File: config.mk
export PLATFORM = sky130hd
export DESIGN_NAME = control_fsm
export DESIGN_NICKNAME = d
export VERILOG_FILES = /design/src/rtl/control_pkg.sv /design/src/rtl/opcode_decode.sv /design/src/rtl/control_fsm.sv
export SDC_FILE = /design/constraint.sdc
export NUM_CORES = 1
export LEC_CHECK = 0
export ABC_AREA = 1
export BUFFER_PORTS_ARGS = -buffer_cell sky130_fd_sc_hd__clkbuf_2
export CAP_MARGIN = 10
export CORE_ASPECT_RATIO = 2
export CORE_MARGIN = 1.5
export CORE_UTILIZATION = 40
export CTS_CLUSTER_SIZE = 24
export DETAILED_ROUTE_END_ITERATION = 7
export GPL_TIMING_DRIVEN = 0
export REMOVE_ABC_BUFFERS = 1
export SYNTH_ARGS = -nofsm -noshare
export SYNTH_HDL_FRONTEND = slang
export SYNTH_SLANG_ARGS = --single-unit
File: constraint.sdc
create_clock -name clk -period 2.3 [get_ports clk]
set_input_delay 0 -clock clk [delete_from_list [all_inputs] [get_ports clk]]
set_output_delay 0 -clock clk [all_outputs]
set_load 0.01 [all_outputs]
File: src/rtl/control_pkg.sv
// Shared types and constants for the accumulator-core sequencer.
// Holds the opcode map, the FSM state encoding and the decoded strobe bundle.
// Imported by opcode_decode and control_fsm.
package control_pkg;

  localparam int OPCODE_W = 5;

  // Opcodes 0..ALU_MAX are plain ALU operations.
  localparam logic [OPCODE_W-1:0] ALU_MAX   = 5'd16;
  localparam logic [OPCODE_W-1:0] OP_LOADM  = 5'd17;
  localparam logic [OPCODE_W-1:0] OP_LOADV  = 5'd18;
  localparam logic [OPCODE_W-1:0] OP_STOREM = 5'd19;
  localparam logic [OPCODE_W-1:0] OP_STOREV = 5'd20;
  localparam logic [OPCODE_W-1:0] OP_SLT    = 5'd21;
  localparam logic [OPCODE_W-1:0] OP_BEQ    = 5'd22;
  localparam logic [OPCODE_W-1:0] OP_RB     = 5'd23;
  localparam logic [OPCODE_W-1:0] OP_AB     = 5'd24;
  localparam logic [OPCODE_W-1:0] OP_DONE   = 5'd31;
  // 25..30 are reserved and decode as illegal.

  typedef enum logic [2:0] {
    IDLE     = 3'd0,
    FETCH    = 3'd1,
    EXEC     = 3'd2,
    MEM_WAIT = 3'd3,
    HALT     = 3'd4
  } state_t;

  // Strobes implied by an opcode; the FSM decides in which state they appear.
  typedef struct packed {
    logic acc_we;   // accumulator write in EXEC
    logic reg_we;   // register write in EXEC
    logic cmp_en;   // BEQ compare
    logic rel_en;   // relative jump
    logic abs_en;   // absolute jump
    logic mem_rd;   // data-memory read (LOADM)
    logic mem_wr;   // data-memory write (STOREM)
    logic illegal;  // reserved opcode
    logic halt;     // DONE
  } ctrl_t;

endpackage

File: src/rtl/opcode_decode.sv
// Purpose: combinational opcode -> ctrl_t strobe bundle.
// Ports: opcode (in, OPCODE_W bits), ctrl (out, ctrl_t).
// Pure decode; no state, zero latency.
module opcode_decode
  import control_pkg::*;
(
  input  logic [OPCODE_W-1:0] opcode,
  output ctrl_t               ctrl
);

  always_comb begin
    ctrl = '0;
    if (opcode <= ALU_MAX) begin
      ctrl.acc_we = 1'b1;
    end else begin
      case (opcode)
        OP_LOADM:        ctrl.mem_rd  = 1'b1;
        OP_LOADV,
        OP_SLT:          ctrl.acc_we  = 1'b1;
        OP_STOREM:       ctrl.mem_wr  = 1'b1;
        OP_STOREV:       ctrl.reg_we  = 1'b1;
        OP_BEQ: begin
                         ctrl.cmp_en  = 1'b1;
                         ctrl.rel_en  = 1'b1;
        end
        OP_RB:           ctrl.rel_en  = 1'b1;
        OP_AB:           ctrl.abs_en  = 1'b1;
        OP_DONE:         ctrl.halt    = 1'b1;
        default:         ctrl.illegal = 1'b1;
      endcase
    end
  end

endmodule

File: src/rtl/control_fsm.sv
// Purpose: multi-cycle sequencer; fetches one instruction per handshake, pulses datapath strobes.
// Ports: clk/reset_n, start, instr_valid/instruction/instr_ready, mem_ready, datapath strobes,
//        alu_op, illegal_op, sticky mem_error/done, saturating cycle_count.
module control_fsm
  import control_pkg::*;
#(
  parameter int INSTR_W     = 9,
  parameter int OP_W        = 5,
  parameter int OP_LSB      = 4,
  parameter int MEM_TIMEOUT = 15,
  parameter int CNT_W       = 16
) (
  input  logic               clk,
  input  logic               reset_n,
  input  logic               start,
  input  logic               instr_valid,
  input  logic [INSTR_W-1:0] instruction,
  output logic               instr_ready,
  input  logic               mem_ready,
  output logic               dat_read_enable,
  output logic               dat_write_enable,
  output logic               reg_write_enable,
  output logic               acc_write_enable,
  output logic               acc_src,
  output logic               compare_enable,
  output logic               reljump_enable,
  output logic               absjump_enable,
  output logic               pc_advance,
  output logic [OP_W-1:0]    alu_op,
  output logic               illegal_op,
  output logic               mem_error,
  output logic               done,
  output logic [CNT_W-1:0]   cycle_count
);

  // Wait counter indexes MEM_WAIT cycles 0..MEM_TIMEOUT-1.
  localparam int WAIT_W = (MEM_TIMEOUT > 1) ? $clog2(MEM_TIMEOUT) : 1;
  localparam logic [WAIT_W-1:0] WAIT_LAST = WAIT_W'(MEM_TIMEOUT - 1);

  state_t              state, state_nxt;
  logic [INSTR_W-1:0]  ir;
  logic [WAIT_W-1:0]   wait_cnt;
  ctrl_t               dec;
  logic                restart;
  logic                timeout_hit;
  logic                counting;
  logic                ir_unused;

  // Operand bits of ir feed the datapath elsewhere; only the opcode is decoded here.
  assign ir_unused = ^ir;

  assign alu_op = ir[OP_LSB +: OP_W];

  opcode_decode u_dec (
    .opcode (ir[OP_LSB +: OP_W]),
    .ctrl   (dec)
  );

  assign restart     = (state == IDLE || state == HALT) && start;
  // mem_ready in the last allowed cycle still commits.
  assign timeout_hit = (state == MEM_WAIT) && !mem_ready && (wait_cnt == WAIT_LAST);
  assign counting    = (state == FETCH) || (state == EXEC) || (state == MEM_WAIT);

  always_comb begin
    state_nxt        = state;
    instr_ready      = 1'b0;
    dat_read_enable  = 1'b0;
    dat_write_enable = 1'b0;
    reg_write_enable = 1'b0;
    acc_write_enable = 1'b0;
    // Mux select idles at ALU; IDLE keeps it at 0 so the reset state is all-zero.
    acc_src          = (state != IDLE);
    compare_enable   = 1'b0;
    reljump_enable   = 1'b0;
    absjump_enable   = 1'b0;
    pc_advance       = 1'b0;
    illegal_op       = 1'b0;
    case (state)
      IDLE: begin
        if (start) state_nxt = FETCH;
      end
      FETCH: begin
        instr_ready = 1'b1;
        if (instr_valid) state_nxt = EXEC;
      end
      EXEC: begin
        acc_write_enable = dec.acc_we;
        reg_write_enable = dec.reg_we;
        compare_enable   = dec.cmp_en;
        reljump_enable   = dec.rel_en;
        absjump_enable   = dec.abs_en;
        illegal_op       = dec.illegal;
        // Memory ops retire in MEM_WAIT; DONE never retires.
        pc_advance       = !(dec.mem_rd || dec.mem_wr || dec.halt);
        if (dec.mem_rd || dec.mem_wr) state_nxt = MEM_WAIT;
        else if (dec.halt)            state_nxt = HALT;
        else                          state_nxt = FETCH;
      end
      MEM_WAIT: begin
        dat_read_enable  = dec.mem_rd;
        dat_write_enable = dec.mem_wr;
        if (mem_ready) begin
          pc_advance       = 1'b1;
          acc_write_enable = dec.mem_rd;
          acc_src          = !dec.mem_rd;
          state_nxt        = FETCH;
        end else if (timeout_hit) begin
          state_nxt = HALT;
        end
      end
      HALT: begin
        if (start) state_nxt = FETCH;
      end
      default: state_nxt = IDLE;
    endcase
  end

  always_ff @(posedge clk or negedge reset_n) begin
    if (!reset_n) begin
      state       <= IDLE;
      ir          <= '0;
      wait_cnt    <= '0;
      mem_error   <= 1'b0;
      done        <= 1'b0;
      cycle_count <= '0;
    end else begin
      state <= state_nxt;
      if (state == FETCH && instr_valid) ir <= instruction;
      wait_cnt <= (state == MEM_WAIT) ? wait_cnt + WAIT_W'(1) : '0;
      if (restart) begin
        mem_error   <= 1'b0;
        done        <= 1'b0;
        cycle_count <= '0;
      end else begin
        if (timeout_hit)                mem_error <= 1'b1;
        if (state == EXEC && dec.halt)  done      <= 1'b1;
        if (counting && !(&cycle_count)) cycle_count <= cycle_count + CNT_W'(1);
      end
    end
  end

endmodule

==> out/results.ini, run 1 <==
[sta]
final-hold-violation-count=0
finalCriticalPeriod_ns=1.76
worst_pin_slew_ns=0.773
finalSetupViolations=0
fin_setup_tns_ns=0
worst_hold_slack_ns=0.0418
drv_slew=0
fmax_mhz=568
relSlewSlack=0.484
final.period_utilization=0.766
clock-skew-final_ns=0.00929
rsz0062_at_grt=false

[cells_and_area]
area_overhead_of_the_layout_relative_to_synthesis_pct=22.7
post_route_cells_drive_above_1_share=0.228
antenna_cells=0
final_nets=319

[clock_network]
clk_latency_ns=0.28
cts_num_sinks=30
tritoncts.num_buffers=5
cts_repair_resize_count=0
cts.root.buffer_cell=clkbuf_8
clk_transition_reported_paths_ns=0.07
cts_max_level=2
cts_tree=built
clockBufferDepth=2

[worst_setup_path]
crit_path_cell_trace=inv_1, nand3_1, nor3b_2, nand2_1, o21ai_1, clkbuf_2
cp_slowest_stage_delay_ns=0.38
critical-path-top-delay-family=simple AND/OR/NAND/NOR gates
critical_path_buf_inv_count=2
crit_path_top_delay_cell=dfrtp_1
timing.critical_path.from_type=flop
worst_path_arrival_ns=1.76
crit_type=flop to output pin
setup.worst_path.end_class=output pin
worst_ep_required_time_ns=2.30
path_max_fanout=9

[pwr]
clock_share_of_power=0.186
switching_share=0.464
power.leakage_uw=0.00114
combPwrFrac=0.450
power_per_cell_area_mw_per_mm2=1070
total_chip_power_uw=2420
seqPwrFrac=0.364
p_int_uw=1300
p_switching_uw=1120
vdd_drop_max_uv=853

[synthesis]
synthesis.instances=249
ys_seq_area_frac=0.408
synthesis.yosys.warnings=0
synth-async-reset-ratio=1.00
postSynthRegisterBits=30
synth_top_flop_cell=dfrtp_1
synth_area_mm2=0.00184
synth_cell_types=32
synth_edf_count=0
synthesis.area_per_instance_um2=7.39

[floorplanning]
rows=34
core_mm2=0.00438
i_o_pins=48
die-area_mm2=0.00504
dieHeight_um=98.9
start_util=0.420
die_x_um=51.0

[global_route]
grt_pass1_wl_mm=7.90
globalRouteTotalUtil=0.205
grt-ovfl-total=0
grt_max_degree=31
antenna_found_initial=0
first_global_vias=1783

[placed_design]
place.detailed.hpwl_mm=3.59
globalplace.congestion=0.839
port_buffers=43

[job]
cap_violations=0

[drt]
routed_wl_mm=4.71
wl_per_cell_um=13.2
remaining_drc_errors=0
viasPerCell=5.12
drtPass1Iterations=4
routed-via-count=1827
final_antenna_net_count=0
first_iter_violations=33

[min_path]
hold_class=input port to flop

[status]
outcome=completed

-- placed cells by master, fill, tap and decap left out, drive strengths merged, types with 2 or more instances in the layout --
cell type / Yosys / layout
xor2: 7 / 7
or2: 2 / 2
mux2: 3 / 3
nor2: 46 / 46
o21bai: 4 / 4
clkbuf: 1 / 49
nand2: 86 / 86
a21oi: 3 / 3
dlygate4sd3: 0 / 6
o21ai: 9 / 9
dfrtp: 30 / 30
nand4: 12 / 12
nor3: 3 / 3
inv: 19 / 19
nand3: 13 / 13
ha: 3 / 3
-- Yosys cell counts (2+ instances only) --
cell / count / share of area
a21oi_1: 3 / 0.0082
inv_2: 3 / 0.0061
nand4_1: 12 / 0.041
nor2_1: 40 / 0.082
nand2_1: 83 / 0.17
nor2_4: 3 / 0.018
dfrtp_1: 30 / 0.41
nand2_2: 2 / 0.0068
o21ai_1: 4 / 0.011
mux2_2: 3 / 0.018
nor2_2: 2 / 0.0068
xor2_1: 7 / 0.033
o21ai_0: 5 / 0.014
o21bai_1: 4 / 0.016
nor3_1: 3 / 0.0082
inv_1: 16 / 0.033
nand3_1: 12 / 0.033
ha_1: 3 / 0.020
-- layer usage --
layer / wire length (um) / track usage
met2: 2640 / 0.399
met5: 0 / 0
met3: 200 / 0.0424
met4: 134 / 0.0852
met1: 1730 / 0.193
-- flip-flops by register name (all words and copies together) (netlist names) --
name and cells:
cycle_count 16, done 1, ir 5, mem_error 1
state 3, wait_cnt 4
-- power groups by stage --
stage                     Sequential, uW  Combinational, uW  Clock (uW)
after global placement               892               1090           0
after floorplan                      896                695           0
after CTS                            885               1110         462
after global routing                 914               1240         474
after detailed placement             894               1100           0
final                                884               1090         451
-- metrics by stage --
stage / setup WS (ns) / instance area [um^2] / instances / util
2_1_floorplan: 0.812 / 1820 / 246 / -
3_3_place_gp: 0.565 / 2100 / 343 / 0.480
3_5_place_dp: 0.558 / 2100 / 343 / 0.480
4_1_cts: 0.528 / 2260 / 357 / 0.515
5_1_grt: 0.418 / 2260 / 357 / 0.515
6_report: 0.539 / 2260 / 357 / 0.515
-- layout make-up --
class	count	area, um^2
clock buffer	6	82.6
timing repair buffer	49	275
clock inverter	2	12.5
fill	452	2120
sequential	30	751
inverter	19	71.3
tap	54	67.6
multi-input combinational	197	997
-- kinds of logic after synthesis --
group | Yosys count | synth area share
XOR/XNOR | 8 | 0.0381
adder cells (fa/ha/maj) | 3 | 0.0204
buffers and inverters | 22 | 0.0497
flip-flops | 30 | 0.408
multiplexers | 3 | 0.0184
AND/OR/NAND/NOR | 164 | 0.404
AO/OA/AOI/OAI | 19 | 0.0612
-- timing repair --
action	in CTS	in global routing
hold buffers	6	0
buffers inserted	0	0
endpoints found under the setup margin	0	0
endpoints found under the hold margin	35	0
-- worst register-to-register path, delay by kind of cell (launching register included) --
family / cells / cell delay, ns
adders and majority gates: 1 / 0.27
DFF: 1 / 0.41
and+or+nand+nor: 7 / 0.84
buffers and inverters: 1 / 0.07
-- final timing paths --
path                       cells past startpoint                to      startpoint  slack (ns)
max                                            6  acc_write_enable        state[2]        0.54
min reg2reg                                    1       wait_cnt[0]     wait_cnt[0]        0.49
min in group asynchronous                      2    cycle_count[5]         reset_n        0.31
min                                            3          state[0]           start        0.04
max in group asynchronous                      2   cycle_count[12]         reset_n        1.49
max reg2reg                                    9   cycle_count[11]  cycle_count[0]        0.59
Power figures use the tool's default switching activity.
==> inputs of run 2 (changes only) <==
Settings changed: ABC_AREA 1 to 0, PLACE_DENSITY set to 0.66.
Clock period 2.3 ns to 1.61 ns, I/O delays scaled along.
==> run 2 against run 1 <==
Effect of this change:
- the run now ends with negative setup slack left
- sequential share of layout area is 4.0 points lower
- die area fell by 4.1%
- setup slack worse by 0.68 ns
- final cell count decreased by 8.1%
- count of clock-buffer cells in the layout is 1 higher
- area after synthesis is 4.3% lower
- via count down 1.7%
- clock skew shrank 0.0030 ns
- register-to-register slack worse by 0.61 ns
- synthesized cell count shrank 23%
- design area up 17%
- critical path type unchanged
==> out/results.ini, run 2 <==
[status]
outcome=complete, but fails checks
failed_checks=negative setup slack

[sta]
fin_setup_tns_ns=-0.339
final-hold-violation-count=0
finalCriticalPeriod_ns=1.75
finalSetupViolations=4
clock-skew-final_ns=0.00632
drv_slew=0
rsz0062_at_grt=true
fmax_mhz=572
relSlewSlack=0.488
final.period_utilization=1.09
post-route-worst-setup-slack_ns=-0.139
worst_pin_slew_ns=0.769

[floorplanning]
start_util=0.410
i_o_pins=48
rows=34
dieHeight_um=96.8
core_mm2=0.00430
die-area_mm2=0.00483
die_x_um=49.9

[worst_setup_path]
cp_slowest_stage_delay_ns=0.45
crit_path_top_delay_cell=dfrtp_2
setup.worst_path.end_class=output pin
timing.critical_path.from_type=flop
critical-path-top-delay-family=simple AND/OR/NAND/NOR gates
worst_path_arrival_ns=1.75
crit_type=flop to output pin
critical_path_buf_inv_count=1
path_max_fanout=7
crit_path_cell_trace=nor3b_2, nand2_1, or2_4, nor4b_2, buf_2
worst_ep_required_time_ns=1.61

[placed_design]
port_buffers=43
placed_cell_area_mm2=0.00200
globalplace.congestion=0.766
place.detailed.hpwl_mm=3.03
post-place-ws_ns=-0.354

[drt]
drtPass1Iterations=4
viasPerCell=5.48
final_antenna_net_count=0
wl_per_cell_um=16.3
remaining_drc_errors=0
routed_wl_mm=5.33
first_iter_violations=35
routed-via-count=1796

[synthesis]
synth_area_leaders=dfrtp_1, nor2_1, mux2_2
yosys-top-cells-count=dfrtp_1, nor2_1, nand2_1
synth-async-reset-ratio=1.00
synth_area_mm2=0.00176
cell_type_with_the_largest_total_area_after_synthesis=dfrtp_1
synth_most_common_cell=dfrtp_1
synth_cell_types=48
postSynthRegisterBits=30
synth_edf_count=0
synthesis.yosys.warnings=0
synth_top_area_share=0.426
synthesis.instances=191
synth_top_flop_cell=dfrtp_1
synthesis.area_per_instance_um2=9.22
ys_seq_area_frac=0.426

[clock_network]
clk_latency_ns=0.28
clockBufferDepth=2
cts_num_sinks=30
cts.root.buffer_cell=clkbuf_8
cts_tree=built
clk_transition_reported_paths_ns=0.06
cts_max_level=2
tritoncts.num_buffers=5

[pwr]
power.leakage_uw=0.00118
vdd_drop_max_uv=719
power_per_cell_area_mw_per_mm2=1360

[cells_and_area]
antenna_cells=0
post-route-cell-area_mm2=0.00264
post_route_cells_drive_above_1_share=0.526
n_fill_cell=388
largest_register=cycle_count
final_nets=290
max_reg_flops=16
layout.cells.most_common_list=clkbuf_2, buf_4, dfrtp_2
area_overhead_of_the_layout_relative_to_synthesis_pct=50.0
layout_top_registers=cycle_count x16, ir x5, wait_cnt x4

[global_route]
grt_max_degree=31
grt-ovfl-total=0
grt_pass1_wl_mm=7.58
antenna_found_initial=0
globalRouteTotalUtil=0.203
first_global_vias=1645

[job]
cap_violations=0

[min_path]
hold_class=input port to flop

## run 2: repair_timing
action,CTS,global route
pin swaps,4,10
endpoints found under the setup margin,25,31
gates cloned,0,0
hold endpoints to repair,35,0
resized for setup,31,34
hold buffers,6,0
setup buffers,13,23
## run 2: logic make-up (layout without fill, tap and decap cells)
logic type                 count (synthesis)  after routing  share of synthesized area
buffers and inverters                     13             96                     0.0291
muxes                                     12             12                     0.0725
xor gates and xnor gates                   2              2                    0.00995
DFF                                       30             30                      0.426
and+or+nand+nor                           99             99                      0.313
adders and majority gates                  3              3                     0.0213
AOI/OAI and AO/OA                         32             32                      0.128
## run 2: layout make-up
type,instances,area (um^2),share of cell area
Multi-Input combinational cell,148,1140,0.432
Timing Repair Buffer,85,556,0.210
Inverter,3,11.3,0.00427
Clock buffer,7,86.3,0.0327
Clock inverter,1,5.00,0.00190
Tap cell,54,67.6,0.0256
Sequential cell,30,773,0.293
## run 2: path summary, 6_finish.rpt
check / cells past startpoint / from / slack [ns] / endpoint
worst max-delay path: 5 / state[2] / -0.14 / absjump_enable
worst min-delay path: 3 / instr_valid / 0.07 / state[1]
worst max register to register: 4 / state[2] / -0.02 / cycle_count[4]
worst min register to register: 1 / wait_cnt[0] / 0.49 / wait_cnt[0]
max in group asynchronous: 2 / reset_n / 0.74 / cycle_count[10]
min in group asynchronous: 2 / reset_n / 0.33 / wait_cnt[0]
## run 2: metrics by stage
| stage | power (uW) | hold WS (ns) | cells | utilization |
|---|---|---|---|---|
| 5_1_grt | 3820 | 0.0636 | 328 | 0.614 |
| 4_1_cts | 3270 | 0.0530 | 305 | 0.552 |
| 3_5_place_dp | 2340 | 0.116 | 278 | 0.466 |
| 2_1_floorplan | 1920 | -0.296 | 181 | - |
| 3_3_place_gp | 2320 | 0.111 | 278 | 0.466 |
| 6_report | 3590 | 0.0716 | 328 | 0.614 |
## run 2: metal layers
metal	up-vias	global-route usage	routed length [um]
li1	857	-	-
met1	869	0.191	1900
met2	62	0.393	3120
met3	8	0.0278	212
met4	0	0.111	104
met5	-	0	0
## run 2: power breakdown
part	total [uW]	switching, uW	internal (uW)
clock network	627	282	344
registers	1230	290	942
logic	1740	850	885
## run 2: worst register-to-register path, cell delays in order, from the launching register on
cell and delay, ns:
dfrtp_2 0.45, o21bai_2 0.27, or2_4 0.32, or3_1 0.35, a21oi_1 0.16
==> inputs of run 3 (changes only) <==
Settings changed: PLACE_DENSITY 0.66 to 0.67.
Clock period 1.61 ns to 1.8 ns, I/O delays scaled along.
==> run 3 against run 2 <==
Effect of this change:
- the run now ends clean
- sequential cell count stayed put
- die area stayed put
- count of clock-buffer cells in the layout stayed put
- clock skew hardly changed
- combinational power is 29% lower
- clock power is 9.6% lower
- design area is 11% lower
- final cell count is 7.3% lower
- wire length is 17% lower
- critical path depth is 1 lower
- critical path type is now flop to flop
- largest power group unchanged
- total power is 20% lower
==> out/results.ini, run 3 (synthesis gave the netlist of run 2 again) <==
[drt]
final_antenna_net_count=0
dr.max_layer_used=met4
wl_per_cell_um=14.5
drt-met1-wl_mm=1.68
viasPerCell=5.43
routed-via-count=1650
met3RoutedLength_um=150
first_iter_violations=42
wl_met2_mm=2.46
routed_wl_mm=4.42
remaining_drc_errors=0
drtPass1Iterations=4

[pwr]
seqPwrFrac=0.380
vdd_drop_max_uv=707
power.leakage_uw=0.00105
clock_share_of_power=0.196
p_switching_uw=1150
p_int_uw=1750
power_per_cell_area_mw_per_mm2=1240
combPwrFrac=0.424
switching_share=0.396

[floorplanning]
die_x_um=49.9
core_mm2=0.00430
i_o_pins=48
die-area_mm2=0.00483
start_util=0.410
rows=34
dieHeight_um=96.8

[cells_and_area]
finalNonFillerCells=304
finalCoreUtilization=0.545
antenna_cells=0
max_reg_flops=16
layout_commonest_cell=clkbuf_2
layout.cells.most_common_list=clkbuf_2, dfrtp_1, nor2_1
post_route_cells_drive_above_1_share=0.372
largest_register=cycle_count
layout_top_registers=cycle_count x16, ir x5, wait_cnt x4
final_nets=266
n_fill_cell=415
area_overhead_of_the_layout_relative_to_synthesis_pct=32.9

[clock_network]
clk_transition_reported_paths_ns=0.07
clk_latency_ns=0.29
cts_tree=built
cts_num_sinks=30
tritoncts.num_buffers=5
clockBufferDepth=2
cts.root.buffer_cell=clkbuf_8
cts_max_level=2

[sta]
final.period_utilization=0.962
relSlewSlack=0.509
drv_slew=0
finalCriticalPeriod_ns=1.73
fin_setup_tns_ns=0
clock-skew-final_ns=0.00678
rsz0062_at_grt=false
final-hold-violation-count=0
finalSetupViolations=0
fmax_mhz=578
worst_pin_slew_ns=0.736
post-route-worst-setup-slack_ns=0.0689

[status]
outcome=completed

[worst_setup_path]
path_max_fanout=9
setup.worst_path.end_class=flop
worst_ep_required_time_ns=1.97
crit_type=flop to flop
timing.critical_path.from_type=flop
crit-reg2reg-launch=state[2]
critical_path.endpoint=cycle_count[15]
reg2reg_setup_slack_ns=0.07
rr_endpoint=cycle_count[15]
cp-startpoint=state[2]
worst-r2r-cell-count=4
worst_path_arrival_ns=1.90

[placed_design]
globalplace.congestion=0.760
post-place-ws_ns=-0.138
port_buffers=43
place.detailed.hpwl_mm=3.07
dp_cells=278

[global_route]
grt_pass1_wl_mm=7.11
globalRouteTotalUtil=0.190
grt-ovfl-total=0
antenna_found_initial=0
grt_max_degree=31
first_global_vias=1528

[job]
cap_violations=0

[min_path]
hold_class=input port to flop
start_point_of_the_worst_min_delay_path=instr_valid

run 3: repair_timing:
item,CTS,global route
gates resized for setup,11,15
setup endpoints to repair,19,18
hold buffers,6,0
setup buffers,2,10
pin swaps,0,3
hold endpoints to repair,35,0
run 3: critical path, cell delays in order, from the launching register on:
cell,delay (ns)
dfrtp_2,0.45
o21ba_2,0.30
nand3_2,0.20
nor4_2,0.30
mux2_2,0.36
run 3: power by group through the flow:
stage / logic (uW) / clock network, uW / registers, uW
global route: 1370 / 603 / 1130
floorplan: 629 / 0 / 1090
CTS: 1090 / 584 / 1090
detailed placement: 974 / 0 / 1120
finish: 1230 / 567 / 1100
global placement: 955 / 0 / 1120
run 3: final cells by class:
class | instances | area (um^2) | area share
Inverter | 3 | 11.3 | 0.00481
Sequential cell | 30 | 761 | 0.325
Clock buffer | 7 | 86.3 | 0.0369
Tap cell | 54 | 67.6 | 0.0289
Multi-Input combinational cell | 148 | 1040 | 0.444
Timing Repair Buffer | 61 | 370 | 0.158
Clock inverter | 1 | 5.00 | 0.00214
run 3: how the worst min path moves through the flow:
stage                      to  depth (start not counted)
2_1_floorplan  cycle_count[0]                          0
6_report             state[1]                          3
5_1_grt              state[1]                          3
3_5_place_dp   cycle_count[5]                          1
3_3_place_gp   cycle_count[7]                          1
4_1_cts              state[2]                          3
run 3: routing by layer:
metal,GRT usage,up-vias
met5,0,-
li1,-,810
met4,0.0983,0
met1,0.192,784
met2,0.354,45
met3,0.0293,11
run 3: metrics by stage:
| stage | power (uW) | hold slack, ns | area [um^2] |
|---|---|---|---|
| detailed placement | 2090 | 0.110 | 2000 |
| finish | 2890 | 0.0603 | 2340 |
| global placement | 2070 | 0.106 | 2000 |
| CTS | 2760 | 0.0629 | 2210 |
| global route | 3100 | 0.0983 | 2340 |
| floorplan | 1720 | -0.296 | 1720 |
